[config.mk]
export PLATFORM = sky130hd
export DESIGN_NAME = sha1_padder
export DESIGN_NICKNAME = d
export VERILOG_FILES = /design/src/rtl/sha1_pkg.sv /design/src/rtl/sha1_padder.sv
export SDC_FILE = /design/constraint.sdc
export NUM_CORES = 2
export LEC_CHECK = 0
export ABC_AREA = 0
export CAP_MARGIN = 20
export CORE_UTILIZATION = 45
export DETAILED_ROUTE_END_ITERATION = 12
export HOLD_SLACK_MARGIN = 0.12
export PLACE_DENSITY = 0.82
export SETUP_SLACK_MARGIN = 0.5
export SLEW_MARGIN = 0
export SYNTH_ARGS = -nofsm -noshare
export SYNTH_HDL_FRONTEND = slang
export SYNTH_SLANG_ARGS = --single-unit
[constraint.sdc]
create_clock -name clk -period 27.1 [get_ports clk]
set_input_delay 5.42 -clock clk [delete_from_list [all_inputs] [get_ports clk]]
set_output_delay 5.42 -clock clk [all_outputs]
set_load 0.03 [all_outputs]
[src/rtl/sha1_pkg.sv]
// Shared SHA-1 constants, padder state encoding and the padding-marker helper.
package sha1_pkg;

  localparam int unsigned SHA1_BLOCK_W     = 512;
  localparam int unsigned SHA1_WORD_W      = 32;
  localparam int unsigned SHA1_LEN_FIELD_W = 64;
  localparam int unsigned SHA1_BLOCK_BYTES = SHA1_BLOCK_W / 8;

  typedef enum logic {
    FILL = 1'b0,
    SEND = 1'b1
  } pad_state_e;

  // Place the 0x80 marker at byte 'used' and zero every later byte; used=64 leaves the block intact.
  function automatic logic [SHA1_BLOCK_W-1:0] pad_insert(input logic [SHA1_BLOCK_W-1:0] block,
                                                         input logic [6:0]              used);
    logic [SHA1_BLOCK_W-1:0] b;
    b = block;
    for (int unsigned i = 0; i < SHA1_BLOCK_BYTES; i++) begin
      if (7'(i) == used) begin
        b[8*(SHA1_BLOCK_BYTES-1-i) +: 8] = 8'h80;
      end else if (7'(i) > used) begin
        b[8*(SHA1_BLOCK_BYTES-1-i) +: 8] = 8'h00;
      end
    end
    return b;
  endfunction

endpackage

[src/rtl/sha1_padder.sv]
// Packs a 32-bit byte stream into FIPS 180-4 padded 512-bit blocks for the SHA-1 core.
module sha1_padder
  import sha1_pkg::*;
#(
  parameter int unsigned LEN_W = 64
) (
  input  logic                    clk,
  input  logic                    reset,
  output logic                    o_tready,
  input  logic                    i_tvalid,
  input  logic [31:0]             i_tdata,
  input  logic [3:0]              i_tkeep,
  input  logic                    i_tlast,
  input  logic                    i_tready_out,
  output logic                    o_tvalid_out,
  output logic [SHA1_BLOCK_W-1:0] o_tdata_out,
  output logic [63:0]             o_tkeep_out,
  output logic                    o_tlast_out
);

  localparam int unsigned CNT_W = LEN_W - 3;

  pad_state_e              state, state_n;
  logic [3:0]              widx, widx_n;
  logic [CNT_W-1:0]        cnt, cnt_n, cnt_add;
  logic                    pend, pend_n;
  logic                    pad80, pad80_n;
  logic                    last_n;
  logic                    tready_n, tvalid_n;
  logic [SHA1_BLOCK_W-1:0] blk_n;
  logic [2:0]              nbytes;
  logic [6:0]              used;
  logic [8:0]              wlsb;

  // Byte count to big-endian bit-length field, zero-extended to 64 bits.
  function automatic logic [SHA1_LEN_FIELD_W-1:0] len_field(input logic [CNT_W-1:0] c);
    return SHA1_LEN_FIELD_W'({c, 3'b000});
  endfunction

  assign o_tkeep_out = '1;

  always_comb begin
    state_n = state;
    widx_n  = widx;
    cnt_n   = cnt;
    pend_n  = pend;
    pad80_n = pad80;
    last_n  = o_tlast_out;
    blk_n   = o_tdata_out;

    // Non-last beats always carry four bytes whatever tkeep says.
    nbytes  = i_tlast ? 3'($countones(i_tkeep)) : 3'd4;
    used    = 7'({widx, 2'b00}) + 7'(nbytes);
    cnt_add = cnt + CNT_W'(nbytes);
    wlsb    = {~widx, 5'b00000};

    case (state)
      FILL: begin
        if (i_tvalid && o_tready) begin
          blk_n[wlsb +: SHA1_WORD_W] = i_tdata;
          cnt_n  = cnt_add;
          widx_n = widx + 4'd1;
          if (i_tlast) begin
            blk_n   = pad_insert(blk_n, used);
            state_n = SEND;
            if (used <= 7'd55) begin
              blk_n[SHA1_LEN_FIELD_W-1:0] = len_field(cnt_add);
              last_n = 1'b1;
            end else begin
              // Length does not fit: a trailing block carries it (and the marker when used=64).
              last_n  = 1'b0;
              pend_n  = 1'b1;
              pad80_n = (used == 7'd64);
            end
          end else if (widx == 4'd15) begin
            state_n = SEND;
            last_n  = 1'b0;
          end
        end
      end
      SEND: begin
        if (i_tready_out) begin
          if (pend) begin
            blk_n = '0;
            blk_n[SHA1_BLOCK_W-1 -: 8]  = pad80 ? 8'h80 : 8'h00;
            blk_n[SHA1_LEN_FIELD_W-1:0] = len_field(cnt);
            last_n  = 1'b1;
            pend_n  = 1'b0;
            pad80_n = 1'b0;
          end else begin
            state_n = FILL;
            widx_n  = 4'd0;
            blk_n   = '0;
            last_n  = 1'b0;
            if (o_tlast_out) begin
              cnt_n = '0;
            end
          end
        end
      end
      default: state_n = FILL;
    endcase

    tready_n = (state_n == FILL);
    tvalid_n = (state_n == SEND);
  end

  always_ff @(posedge clk or posedge reset) begin
    if (reset) begin
      state        <= FILL;
      widx         <= 4'd0;
      cnt          <= '0;
      pend         <= 1'b0;
      pad80        <= 1'b0;
      o_tready     <= 1'b0;
      o_tvalid_out <= 1'b0;
      o_tlast_out  <= 1'b0;
      o_tdata_out  <= '0;
    end else begin
      state        <= state_n;
      widx         <= widx_n;
      cnt          <= cnt_n;
      pend         <= pend_n;
      pad80        <= pad80_n;
      o_tready     <= tready_n;
      o_tvalid_out <= tvalid_n;
      o_tlast_out  <= last_n;
      o_tdata_out  <= blk_n;
    end
  end

endmodule

# After elaboration in Yosys (flattened, before gate mapping)
# Index checks and enable logic that the tools add are counted.
[totals] mem_count=0 input_bits=41 reg_bits=582 out_inout_bits=579 latch_bits=0 wordCells=335 rom_bits=0 mem_bits_rw=0
[op_classes] shift=2 add_sub_neg=7 reduce_logical=8 multipliers=0 n_lt_le_gt_ge=65 eq_ne=73 div=0 bitwise=3 n_mux=169
[ops] op="$mux W512" count=4
[ops] op="$mux W8" count=129
[ops] op="$pmux W512 S2" count=1
[ops] op="$bwmux W512" count=1
[ops] op="$shift A32 B11 Y512 const A" count=1
[ops] op="$shiftx A32 B11 Y512" count=1
[ops] op="$mux W61" count=4
[ops] op="$eq A6 B7 Y1 const A" count=32
[ops] op="$gt A6 B7 Y1 const A" count=32
[ops] op="$pmux W61 S2" count=1
[ops] op="$eq A5 B7 Y1 const A" count=16
[ops] op="$gt A5 B7 Y1 const A" count=16
[ops] op="$mux W64" count=1
[ops] op="$add A61 B3 Y61" count=1
[ops] op="$eq A4 B7 Y1 const A" count=8
[ops] op="$gt A4 B7 Y1 const A" count=8
[ops] op="$eq A3 B7 Y1 const A" count=4
[ops] op="$gt A3 B7 Y1 const A" count=4
[ops] op="$mux W1" count=19
[ops] op="$eq A2 B7 Y1 const A" count=2
[ops] op="$gt A1 B7 Y1 const A" count=2
[ops] op="$gt A2 B7 Y1 const A" count=2
[ops] op="$mux W4" count=3
[ops] op="$ne A2 B2 Y1 const B" count=6
[ops] op="other kinds (22)" count=29

# Longest topological paths before layout
[depth] ltp_word=11 ltp_mapped=15 ltp_nobuf=12

# Worst setup path before layout
# OpenSTA, ideal clock, no wires.
[synth_timing] kind="input to register" startpoint="input i_tkeep[0]" endpoint="register o_tdata_out[53]" arrival_time_ns=9.079 path_buffers=2 cell_stages=14 setup_slack_ns=17.895 cell_sequence="fa_1 > ha_1 > clkbuf_1 > nand2_1 > inv_1 > ha_1 > fa_1 > a21oi_1 > or4_1 > buf_2 > nor4_2 > nand4_1 > and3_1 > o32a_1"
[synth_via] elab_chain_len=11
[synth_lines] element="start: declaration" line_no="sha1_padder.sv:12" rtl="input logic [3:0] i_tkeep,"
[synth_lines] element="$add A1 B1 Y2 (implied by the code) (*)" line_no="sha1_padder.sv:52" rtl="nbytes = i_tlast ? 3'($countones(i_tkeep)) : 3'd4;"
[synth_lines] element="$add A2 B2 Y3 (implied by the code) (*)" line_no="sha1_padder.sv:52"
[synth_lines] element="$mux W3 (*)" line_no="sha1_padder.sv:52"
[synth_lines] element="$add A6 B3 Y7" line_no="sha1_padder.sv:53" rtl="used = 7'({widx, 2'b00}) + 7'(nbytes);"
[synth_lines] element="$gt A6 B7 Y1" line_no="sha1_pkg.sv:22" rtl="end else if (7'(i) > used) begin"
[synth_lines] element="$mux W8" line_no="sha1_pkg.sv:22"
[synth_lines] element="$mux W8" line_no="sha1_pkg.sv:20" rtl="if (7'(i) == used) begin"
[synth_lines] element="$mux W64 (*)" line_no="sha1_padder.sv:66" rtl="if (used <= 7'd55) begin"
[synth_lines] element="$mux W512 (*)" line_no="sha1_padder.sv:63" rtl="if (i_tlast) begin"
[synth_lines] element="$mux W512 (*)" line_no="sha1_padder.sv:59" rtl="if (i_tvalid && o_tready) begin"
[synth_lines] element="$pmux W512 S2 (*)" line_no="sha1_padder.sv:57" rtl="case (state)"
[synth_lines] element="end signal: assignment" line_no="sha1_padder.sv:128" rtl="o_tdata_out <= blk_n;"
[synth_lines] element="end: declaration" line_no="sha1_padder.sv:16" rtl="output logic [SHA1_BLOCK_W-1:0] o_tdata_out,"
# Mark *: on every way between the ends. The rest lies on a longest branch, timed or not. The select of a mux whose other input is x is not followed.
# A chain may end at the register's enable or synchronous reset.

# Final worst setup path
[layout_timing] startpoint="input i_tkeep[0]" endpoint="register o_tdata_out[222]"
[layout_via] elab_chain_len=10
[layout_lines] element="$add A1 B1 Y2 (implied by the code) (*)" line_no="sha1_padder.sv:52"
[layout_lines] element="$add A2 B2 Y3 (implied by the code) (*)" line_no="sha1_padder.sv:52"
[layout_lines] element="$mux W3 (*)" line_no="sha1_padder.sv:52"
[layout_lines] element="$add A6 B3 Y7 (*)" line_no="sha1_padder.sv:53"
[layout_lines] element="$gt A6 B7 Y1" line_no="sha1_pkg.sv:22"
[layout_lines] element="$mux W8" line_no="sha1_pkg.sv:22"
[layout_lines] element="$mux W8 (*)" line_no="sha1_pkg.sv:20"
[layout_lines] element="$mux W512 (*)" line_no="sha1_padder.sv:63"
[layout_lines] element="$mux W512 (*)" line_no="sha1_padder.sv:59"
[layout_lines] element="$pmux W512 S2 (*)" line_no="sha1_padder.sv:57"
# Marked as above.

==> summary.txt <==
Setup path
  • Crit path largest cell delay: 0.91 ns
  • Crit path from: i_tkeep[0]
  • Slowest stage cell, crit path: nor3_1
  • Critical Path Start Type: primary input
  • Worst Path Required: 27.64 ns
  • R2R Path End: o_tdata_out[39]
  • Most used cell, CP: ha_1
  • Worst path arrival time: 10.75 ns
  • Crit Path Max Fanout: 16
  • Worst setup endpoint: o_tdata_out[222]
  • Setup crit end kind: flip-flop
  • R2R depth: 9
  • Sequence of cells on the critical path: clkdlybuf4s50_1, fa_1, ha_1, ha_1, nand2b_1, ha_1, ha_1, xor2_1, buf_4, nor2_1, nand3_1, and3_1, nor3_1, a32o_1
  • R2r setup slk: 22.15 ns
  • Crit Path Class: in -> reg
  • Reg2reg start: widx[0]

Clocking
  • Setup bufs post-CTS: 0
  • CTS Hold Bufs: 0
  • H-tree levels: 3
  • CTS clk-pin slew, worst paths: 0.06 ns
  • TritonCTS Sinks: 582
  • Post-cts resize count: 0
  • Maximum root-to-sink buffer count: 3
  • Clk root buf: clkbuf_16
  • Clock Latency Late Sink: 0.63 ns
  • TritonCTS clock tree: built
  • Cts bufs inserted: 66

Finish
  • Fin util: 58.65%
  • Layout cell share with drive strength beyond 1: 7.214%
  • Most frequent cells in the layout: 582 x dfrtp_1, 555 x clkdlybuf4s50_1, 311 x nand2_1
  • Commonest non-fill, non-tap cell in the layout: dfrtp_1
  • Synth-to-layout area growth: 28.89%
  • Nets: 3,498

Timing
  • Tcrit/Tclk final: 37.67%
  • Fmax: 0.09794 GHz
  • RSZ-0062 raised after global routing: false
  • Final WS setup: 16.89 ns
  • Tmin final: 10.21 ns
  • Clock Skew: 0.02672 ns
  • Actual slew at the worst max-slew pin: 1.302 ns
  • Final hold vios: 0
  • Worst slew margin: 12.96%
  • WHS: 0.4810 ns
  • Finish-stage setup viols: 0
  • Fin Setup TNS: 0 ns
  • Slew Limit Fails: 0

Synth
  • Synth Area in Compound Gates: 25.98%
  • Main flop type after synthesis: dfrtp_1
  • Area contributors post-synth: dfrtp_1 50%, a32o_1 5.8%, a22o_1 4.8%, nand2_1 4.0%, o21ai_0 3.5%
  • Mapped cell area: 29,330 um^2
  • Post-synth top area share: 49.65%
  • Synth Area in XOR/XNOR: 1.164%
  • Register area share after synthesis: 49.65%
  • Synth Area per Inst: 9.824 um^2
  • Syn Inst Count: 2,986
  • YS warnings: 0
  • Unique cell type count in the Yosys netlist: 86
  • Area share of fa/ha/maj cells after synthesis: 0.6057%
  • Main combinational cell family by area after synthesis: compound AO/OA/AOI/OAI gates
  • Ys async rst share: 100.0%
  • Synth area leader: dfrtp_1
  • Post-synth EDFFs: 0
  • Mux cell area share after synthesis: 1.898%
  • Simple-Gate Fraction of Synth Area: 15.31%
  • Synth Register Bits: 582

Global route
  • Initial antenna violation count: 8
  • First-pass GRT wire length: 192.9 mm
  • Gr ovfl total: 0
  • Vias in the first global route: 27,310
  • Total GRT Usage: 39.20%
  • Largest net degree at the start of global routing: 171

Placed design
  • PortBufs: 555
  • DP HPWL: 93.27 mm
  • Pre-CTS WS: 16.41 ns
  • Gp weighted congestion: 1.060

Min path
  • Hold Crit Class: reg -> reg

Pwr
  • Cell Pwr Density: 89.48 nW/um^2
  • Clk pwr share: 28.8%
  • Sequential cell fraction of total power: 31.1%
  • Sw Share: 43.44%
  • Leakage: 15.85 nW
  • Worst vdd rail ir drop: 53.59 uV
  • Int Power: 1.914 mW
  • Comb power frac: 40.1%
  • Sw Pwr: 1.470 mW
  • Total power: 3.383 mW

Route
  • Post-route DRC violation count: 0
  • Vias: 29,610
  • Iter 0 DRT Violations: 5,036
  • Pre-Repair DR Iteration Count: 8
  • Vias per cell: 6.803
  • Final WL: 133.8 mm
  • Routed Antenna Nets: 0
  • WL per Instance: 30.75 um

Flow run
  • Max-cap viol count: 0

Floorplan
  • I/O pin total: 620
  • Starting Density: 45.50%
  • Die Span X: 257.3 um
  • DIE AREA: 66,210 um^2
  • Row count: 93
  • Core area: 64,460 um^2
  • Die H: 257.3 um

Run status
  • Status: completed
==> power by group through the flow <==
stage	Clock (mW)	Combinational, mW	Sequential, mW
2_1_floorplan	0	0.622	1.20
3_3_place_gp	0	1.29	1.06
3_5_place_dp	0	1.30	1.06
4_1_cts	0.972	1.31	1.05
5_1_grt	1.01	1.41	1.06
6_report	0.973	1.36	1.05
==> flip-flops by register name, summed over array words and instances (netlist names) <==
register     flops
o_tlast_out      1
widx             4
cnt             61
o_tdata_out    512
pend             1
o_tready         1
pad80            1
state            1
==> stage by stage <==
stage               cell area, um^2  std cells
CTS                           37690       4339
finish                        37810       4352
detailed placement            35350       4222
global placement              35350       4221
floorplan                     29570       3049
global route                  37800       4348
==> synth_stat cells (all sizes together) (46+ instances only) <==
cell	count
dfrtp	582
a32o	171
nand2	313
nor2	156
a22o	162
a21oi	114
buf	103
nand3	152
nor3	58
o21ai	250
o22ai	46
clkbuf	199
==> critical path, delay by kind of cell <==
| family | cells | cell delay, ns |
|---|---|---|
| buffers and inverters | 2 | 0.63 |
| XOR/XNOR | 1 | 0.12 |
| AO/OA/AOI/OAI | 1 | 0.28 |
| adder cells (fa/ha/maj) | 5 | 1.87 |
| AND/OR/NAND/NOR | 5 | 2.41 |
==> cell type report <==
| cell class | instances | area (um^2) |
|---|---|---|
| Antenna cell | 4 | 10.01 |
| Sequential cell | 582 | 14560 |
| Inverter | 43 | 168.9 |
| Clock buffer | 84 | 1851 |
| Clock inverter | 33 | 489.2 |
| Multi-Input combinational cell | 2122 | 13490 |
| Timing Repair Buffer | 629 | 6162 |
| Fill cell | 5387 | 26660 |
| Tap cell | 855 | 1070 |
==> kinds of logic after synthesis <==
logic type / count (synthesis)
other cells: 1
xor+xnor: 39
simple gates: 921
compound gates: 1032
buf+inv: 345
flops: 582
mux: 53
fa+ha+maj: 13
==> worst min-delay path by stage <==
| stage | startpoint | end | slack, ns | cells after the start |
|---|---|---|---|---|
| 2_1_floorplan | cnt[2] | cnt[2] | 0.48 | 2 |
| 3_3_place_gp | o_tdata_out[263] | o_tdata_out[263] | 0.46 | 1 |
| 3_5_place_dp | o_tdata_out[263] | o_tdata_out[263] | 0.47 | 1 |
| 4_1_cts | o_tdata_out[249] | o_tdata_out[249] | 0.48 | 2 |
| 5_1_grt | o_tdata_out[84] | o_tdata_out[84] | 0.49 | 1 |
| 6_report | o_tdata_out[249] | o_tdata_out[249] | 0.48 | 2 |
==> routing by layer <==
layer | share of wire (%) | routed length [um] | track usage, % | vias to the layer above
met5 | 0.051 | 68 | 0 | -
met2 | 43 | 56910 | 56.36 | 2488
met1 | 37 | 49390 | 52.06 | 14500
li1 | - | - | - | 12120
met4 | 6.4 | 8502 | 21.33 | 10
met3 | 14 | 18950 | 13.00 | 494
Power figures use the tool's default switching activity.
